### src/rtl/xilinx_reset_sequencer_if.sv
// -----------------------------------------------------------------------------
// xilinx_reset_sequencer_if
//   Groups the lock/restart inputs and the sequenced reset outputs of the
//   reset sequencer into a single bundle.
//
//   Signals
//     lock        MMCM/PLL locked, asynchronous to clk
//     soft_rst    synchronous active-high restart request
//     rst_stage   active-high stage resets, bit k released after bit k-1
//     seq_done    high once every stage has been released
//     relock_cnt  saturating count of lock losses after sequencing began
//
//   Modports
//     master  drives lock/soft_rst, observes the reset outputs
//     slave   the sequencer itself
// -----------------------------------------------------------------------------
interface xilinx_reset_sequencer_if #(
  parameter int STAGES = 4
);
  logic              lock;
  logic              soft_rst;
  logic [STAGES-1:0] rst_stage;
  logic              seq_done;
  logic [7:0]        relock_cnt;

  modport master (
    output lock,
    output soft_rst,
    input  rst_stage,
    input  seq_done,
    input  relock_cnt
  );

  modport slave (
    input  lock,
    input  soft_rst,
    output rst_stage,
    output seq_done,
    output relock_cnt
  );
endinterface

### src/rtl/xilinx_reset_sequencer.sv
// -----------------------------------------------------------------------------
// xilinx_reset_sequencer
//   Orders reset release across dependent clock domains. All stage resets are
//   held asserted until the (2-FF synchronised) MMCM/PLL lock has been high
//   for LOCK_FILTER consecutive samples. Stages are then released one at a
//   time, stage 0 first, HOLD_CYCLES apart (stage 0 also waits HOLD_CYCLES).
//   A lock loss while sequencing/done, or a soft restart in any state,
//   re-asserts every stage reset and restarts from the lock filter.
//
//   Ports
//     clk    in  single clock, all logic in this domain
//     rst_n  in  asynchronous active-low reset (from the reset synchroniser)
//     bus    slave modport: lock, soft_rst in; rst_stage, seq_done,
//            relock_cnt out (all outputs registered)
// -----------------------------------------------------------------------------
module xilinx_reset_sequencer #(
  parameter int STAGES      = 4,
  parameter int LOCK_FILTER = 8,
  parameter int HOLD_CYCLES = 16
) (
  input  logic                      clk,
  input  logic                      rst_n,
  xilinx_reset_sequencer_if.slave   bus
);

  localparam int MAX_CNT = (LOCK_FILTER > HOLD_CYCLES) ? LOCK_FILTER : HOLD_CYCLES;
  localparam int CNT_W   = $clog2(MAX_CNT + 1);
  localparam int IDX_W   = $clog2(STAGES) + 1;

  typedef enum logic [1:0] {
    S_WAIT_LOCK = 2'd0,
    S_SEQ       = 2'd1,
    S_DONE      = 2'd2
  } state_t;

  state_t            state_q;
  logic [CNT_W-1:0]  cnt_q;
  logic [IDX_W-1:0]  idx_q;
  logic [STAGES-1:0] rst_stage_q;
  logic              seq_done_q;
  logic [7:0]        relock_cnt_q;

  (* ASYNC_REG = "TRUE" *) logic lock_meta_q;
  (* ASYNC_REG = "TRUE" *) logic lock_sync_q;

  logic              lock_s;
  logic              lock_lost_s;
  logic              abort_s;
  logic              filter_done_s;
  logic              hold_done_s;
  logic              last_stage_s;
  logic [STAGES-1:0] release_mask_s;

  // Two-flop synchroniser for the asynchronous lock input.
  always_ff @(posedge clk or negedge rst_n) begin
    if (!rst_n) begin
      lock_meta_q <= 1'b0;
      lock_sync_q <= 1'b0;
    end else begin
      lock_meta_q <= bus.lock;
      lock_sync_q <= lock_meta_q;
    end
  end

  // Decode abort conditions, counter terminal values and the stage to release.
  always_comb begin
    lock_s         = lock_sync_q;
    // Only a loss after sequencing has begun counts as a relock event.
    lock_lost_s    = !lock_s && ((state_q == S_SEQ) || (state_q == S_DONE));
    abort_s        = bus.soft_rst || lock_lost_s;
    filter_done_s  = (cnt_q == CNT_W'(LOCK_FILTER - 1));
    hold_done_s    = (cnt_q == CNT_W'(HOLD_CYCLES - 1));
    last_stage_s   = (idx_q == IDX_W'(STAGES - 1));
    release_mask_s = {STAGES{1'b0}};
    for (int k = 0; k < STAGES; k++) begin
      release_mask_s[k] = (idx_q == IDX_W'(k));
    end
  end

  // Sequencing FSM with registered outputs and the relock event counter.
  always_ff @(posedge clk or negedge rst_n) begin
    if (!rst_n) begin
      state_q      <= S_WAIT_LOCK;
      cnt_q        <= {CNT_W{1'b0}};
      idx_q        <= {IDX_W{1'b0}};
      rst_stage_q  <= {STAGES{1'b1}};
      seq_done_q   <= 1'b0;
      relock_cnt_q <= 8'd0;
    end else begin
      // A simultaneous soft restart and lock loss still counts exactly once.
      if (lock_lost_s && (relock_cnt_q != 8'hFF)) begin
        relock_cnt_q <= relock_cnt_q + 8'd1;
      end else begin
        relock_cnt_q <= relock_cnt_q;
      end

      if (abort_s) begin
        state_q     <= S_WAIT_LOCK;
        cnt_q       <= {CNT_W{1'b0}};
        idx_q       <= {IDX_W{1'b0}};
        rst_stage_q <= {STAGES{1'b1}};
        seq_done_q  <= 1'b0;
      end else begin
        case (state_q)
          S_WAIT_LOCK: begin
            if (lock_s) begin
              if (filter_done_s) begin
                state_q <= S_SEQ;
                cnt_q   <= {CNT_W{1'b0}};
                idx_q   <= {IDX_W{1'b0}};
              end else begin
                cnt_q   <= cnt_q + CNT_W'(1);
              end
            end else begin
              // Any low sample restarts the filter window.
              cnt_q <= {CNT_W{1'b0}};
            end
          end

          S_SEQ: begin
            if (hold_done_s) begin
              // idx only ever increments, so bits clear strictly in order.
              rst_stage_q <= rst_stage_q & ~release_mask_s;
              cnt_q       <= {CNT_W{1'b0}};
              idx_q       <= idx_q + IDX_W'(1);
              if (last_stage_s) begin
                state_q    <= S_DONE;
                seq_done_q <= 1'b1;
              end else begin
                state_q    <= S_SEQ;
              end
            end else begin
              cnt_q <= cnt_q + CNT_W'(1);
            end
          end

          S_DONE: begin
            seq_done_q <= 1'b1;
          end

          default: begin
            state_q     <= S_WAIT_LOCK;
            cnt_q       <= {CNT_W{1'b0}};
            idx_q       <= {IDX_W{1'b0}};
            rst_stage_q <= {STAGES{1'b1}};
            seq_done_q  <= 1'b0;
          end
        endcase
      end
    end
  end

  assign bus.rst_stage  = rst_stage_q;
  assign bus.seq_done   = seq_done_q;
  assign bus.relock_cnt = relock_cnt_q;

endmodule

### src/flat_wrapper.sv
// flat-port wrapper written by rule: the top's interface ports become plain ports
module xilinx_reset_sequencer_flat 
#(
  parameter int STAGES      = 4,
  parameter int LOCK_FILTER = 8,
  parameter int HOLD_CYCLES = 16
)
  (clk, rst_n, bus_lock, bus_soft_rst, bus_rst_stage, bus_seq_done, bus_relock_cnt);
  xilinx_reset_sequencer_if #(.STAGES(STAGES)) bus_i ();
  input  logic clk;
  input  logic rst_n;
  input wire logic [$bits(bus_i.lock)-1:0] bus_lock;
  input wire logic [$bits(bus_i.soft_rst)-1:0] bus_soft_rst;
  output wire logic [$bits(bus_i.rst_stage)-1:0] bus_rst_stage;
  output wire logic [$bits(bus_i.seq_done)-1:0] bus_seq_done;
  output wire logic [$bits(bus_i.relock_cnt)-1:0] bus_relock_cnt;
  assign bus_i.lock = bus_lock;
  assign bus_i.soft_rst = bus_soft_rst;
  assign bus_rst_stage = bus_i.rst_stage;
  assign bus_seq_done = bus_i.seq_done;
  assign bus_relock_cnt = bus_i.relock_cnt;
  xilinx_reset_sequencer #(.STAGES(STAGES), .LOCK_FILTER(LOCK_FILTER), .HOLD_CYCLES(HOLD_CYCLES)) u_core (.clk(clk), .rst_n(rst_n), .bus(bus_i));
endmodule
### config.mk
export PLATFORM = sky130hd
export DESIGN_NAME = xilinx_reset_sequencer_flat
export DESIGN_NICKNAME = d
export VERILOG_FILES = /design/src/rtl/xilinx_reset_sequencer_if.sv /design/src/rtl/xilinx_reset_sequencer.sv /design/src/flat_wrapper.sv
export SDC_FILE = /design/constraint.sdc
export NUM_CORES = 1
export LEC_CHECK = 0
export ABC_AREA = 1
export CAP_MARGIN = 5
export CORE_ASPECT_RATIO = 0.7
export CORE_MARGIN = 8
export CORE_UTILIZATION = 30
export CTS_CLUSTER_SIZE = 8
export DETAILED_ROUTE_END_ITERATION = 12
export RECOVER_POWER = 50
export SYNTH_ARGS = -nofsm -noshare
export SYNTH_HDL_FRONTEND = slang
export SYNTH_SLANG_ARGS = --single-unit
export TNS_END_PERCENT = 30
### constraint.sdc
create_clock -name clk -period 1.7 [get_ports clk]
set_clock_uncertainty 0.15 [all_clocks]
set_input_delay 0.425 -clock clk [delete_from_list [all_inputs] [get_ports clk]]
set_output_delay 0.425 -clock clk [all_outputs]
set_load 0.05 [all_outputs]
==> impl_results.md <==
* Status: complete, but fails checks
* Failing checks: setup timing
* Top Layer Used: met4
* Initial Utilization at 0.313
* Total CTS buffers at 3
* Reg-to-reg slack, setup at -0.14 ns
* Worst slew pin tran at between 0.6 and 0.7 ns
* Skew-Pair Late Insertion Delay at approximately 0.27 ns
* Top-level I/O count at 17
* Met3 routed WL at approximately 140 um
* MaxCap Viol Count at 0
* Yosys warns at 0
* Die Ht at ~75 um
* Power, Total at between 2000 and 2500 uW
* Hold Crit Class: reg -> reg
* Comb pwr share at 0.508
* Startpoint Class: register
* Post-synthesis xor/xnor area fraction at 0.0291
* Register area share after synthesis at 0.420
* Fin. max-slew vios at 0
* 1st-pass router iterations at 4
* Synth cell count leaders: nand2_1, inv_1, dfrtp_1
* Asr flop ratio synth at 1.00
* Multi-input logic area at 848 sq um
* Power Density at between 1000 and 1500 nW/um^2
* Flops & latches, synth at 25
* FILL cells at about 470
* VDD IR max at 0.338 mV
* Cell mode on critical path: inv_2
* Sw Share at 0.407
* Bufs on Longest Clock Path at 2
* Metal-1 WL at around 1700 um
* Initial antenna violation count at 0
* Leakage at 0.000985 uW
* Post-Route Utilization at 0.448
* Worst setup margin at -0.142 ns
* Post-synthesis mux area share at 0
* # hold bufs at CTS at 0
* Rows at 21
* Post-synth EDFFs at 0
* WS Path Type: reg -> reg
* Iter 0 DRT Violations at 43
* Final nets at between 200 and 250
* Crit Path Max Fanout at 8
* Int Pwr at 1480 uW
* Cell breakdown of the critical path: ha_2 > nand2_2 > inv_2 > nand2_2 > inv_2 > ha_4 > inv_2 > nand2_4 > inv_2 > o21ai_4 > nand2_4 > nand2_1 > o21ai_1
* Antenna cell count at 0
* Fin crit share at 1.08
* Storage cell area at 633 sq um
* Cells after Synth at around 180
* H-tree depth at 1
* CTS tree: built
* Clock Sinks at 25
* Clk network pwr share at 0.145
* Fraction of layout cells with a size suffix above 1 at 0.356
* Slew headroom at 0.579
* Setup crit end kind: register
* Adder-Cell Fraction of Synth Area at 0.0999
* Yosys top cell area share at 0.350
* Worst path arrival time at roughly 1.9 ns
* Leading area contributor after synthesis: dfrtp_1
* Pin count of the biggest net entering global routing at 26
* Reg clk slew, reported paths at 0.08 ns
* Post-route ant nets at 0
* Switch Pwr at a little over 1000 uW
* Number of global-route vias before repair at ~1200
* Slowest stage delay, CP at roughly 0.38 ns
* Synth area leaders: dfrtp_1, nand2_1, ha_1, dfstp_2, inv_1
* # port buffers at 16
* Req. time, crit path at 1.71 ns
* Largest family of logic cells by synthesized area: simple AND/OR/NAND/NOR gates
* Synth-to-Final Area Change at 43.2%
* GRT Resource Usage Total at 0.0919
* Final Hold Viols at 0
* DRC at 0
* CP max-delay cell: dfrtp_1
* Placeable Area at approximately 4800 sq um
* Wire per inst at 11.5 um
* Via Count at 1230
* Clock root buffer: clkbuf_8
* Post-DP HPWL at roughly 2400 um
* Synth Area in Compound Gates at 0.117
* Unrepaired setup endpoints after global routing: yes
* Max Fclk at roughly 540 MHz
* Min Tclk post-route at between 1.5 and 2 ns
* CP delay by family, top: flip-flops
* Area of the mapped netlist at 1500 sq um
* DIE WIDTH at ~100 um
* Setup violators final at 13
* Post-Synthesis Net Count at around 200
* Global route overflow at 0
* Via/cell ratio at ~4.3
* Netlist cell types at 27
* Global-route wire length before repair at ~5500 um
* Simple-gate share of the synthesized area at 0.257
* Sequential power share at 0.348
* GP Congestion at about 0.8
* WL final at about 3300 um
* Top_reg_cell synth: dfrtp_1
* Syn Area/Cell at about 8.4 sq um
* Bufs and invs on worst path at 4
* Most common cell in the synthesized netlist: nand2_1
* Die area at around 7600 sq um
* Met2 Routed Length at 1420 um
==> final cells by class <==
| cell class | count | share of cell area |
|---|---|---|
| Sequential cell | 25 | 0.294 |
| Multi-Input combinational cell | 125 | 0.394 |
| Clock inverter | 1 | 0.00233 |
| Tap cell | 69 | 0.0401 |
| Inverter | 28 | 0.0500 |
| Clock buffer | 3 | 0.0192 |
| Timing Repair Buffer | 34 | 0.200 |
==> metrics by stage <==
step	hold WS [ns]	setup TNS (ns)	setup slack [ns]	cell area [sq um]	cells
final	0.206	-1.08	-0.142	2150	285
after global routing	0.215	-2.41	-0.236	2150	285
after CTS	0.210	-0.805	-0.0877	2050	280
after detailed placement	0.190	-1.01	-0.0965	1970	275
after global placement	0.183	-0.882	-0.0834	1970	275
after floorplan	-0.0206	-0.0973	-0.0239	1510	179
==> path summary, 6_finish.rpt <==
| kind | from | to | cells past startpoint |
|---|---|---|---|
| min in group asynchronous | rst_n | u_core.bus.relock_cnt[7] | 2 |
| min reg2reg | u_core.lock_meta_q | u_core.lock_sync_q | 0 |
| max | u_core.cnt_q[1] | u_core.state_q[1] | 13 |
| min | u_core.lock_meta_q | u_core.lock_sync_q | 0 |
| max reg2reg | u_core.cnt_q[1] | u_core.state_q[1] | 13 |
| max in group asynchronous | rst_n | u_core.bus.relock_cnt[0] | 2 |
==> timing repair <==
item	CTS	global route
pin swaps	1	15
gates cloned	0	0
endpoints found under the setup margin	14	21
setup buffers	1	5
resized for setup	7	23
==> power by group through the flow <==
| stage | clock network [uW] | registers [uW] | logic, uW |
|---|---|---|---|
| CTS | 373 | 863 | 1190 |
| detailed placement | 0 | 873 | 1160 |
| finish | 359 | 865 | 1260 |
| global placement | 0 | 870 | 1150 |
| global route | 394 | 886 | 1360 |
| floorplan | 0 | 1110 | 364 |
==> cells in the final DEF (no fill, tap or decap), drive strengths merged, types with 2 or more instances in the layout <==
master       count
or2              2
inv             28
dlygate4sd3      2
nand2           54
dfrtp           21
clkbuf           4
xnor2            2
xor2             3
dfstp            4
o21ai           16
ha              12
a211oi           4
a21oi           10
nor2             8
buf             30
nand3           11
==> layer usage <==
metal | up-vias | global-route usage
li1 | 646 | -
met1 | 568 | 0.129
met2 | 12 | 0.132
met3 | 4 | 0.0323
met4 | 0 | 0.0150
met5 | - | 0
==> worst reg2reg max path, delay by kind of cell, from the launching register on <==
| kind | cells | cell delay, ns |
|---|---|---|
| buf+inv | 4 | 0.22 |
| simple gates | 5 | 0.39 |
| flops | 1 | 0.38 |
| fa+ha+maj | 2 | 0.32 |
| compound gates | 2 | 0.30 |
==> state kept, by name, summed over array words and instances, names as in the netlist <==
signal and cells:
u_core.bus.relock_cnt 8, u_core.cnt_q 5, u_core.bus.rst_stage 4, u_core.idx_q 3, u_core.state_q 2, u_core.bus.seq_done 1, u_core.lock_meta_q 1, u_core.lock_sync_q 1
==> logic make-up after synthesis <==
logic type,after synthesis
buf+inv,29
flops,25
simple gates,78
compound gates,30
fa+ha+maj,12
xor+xnor,5
(Power assumes the default switching activity.)
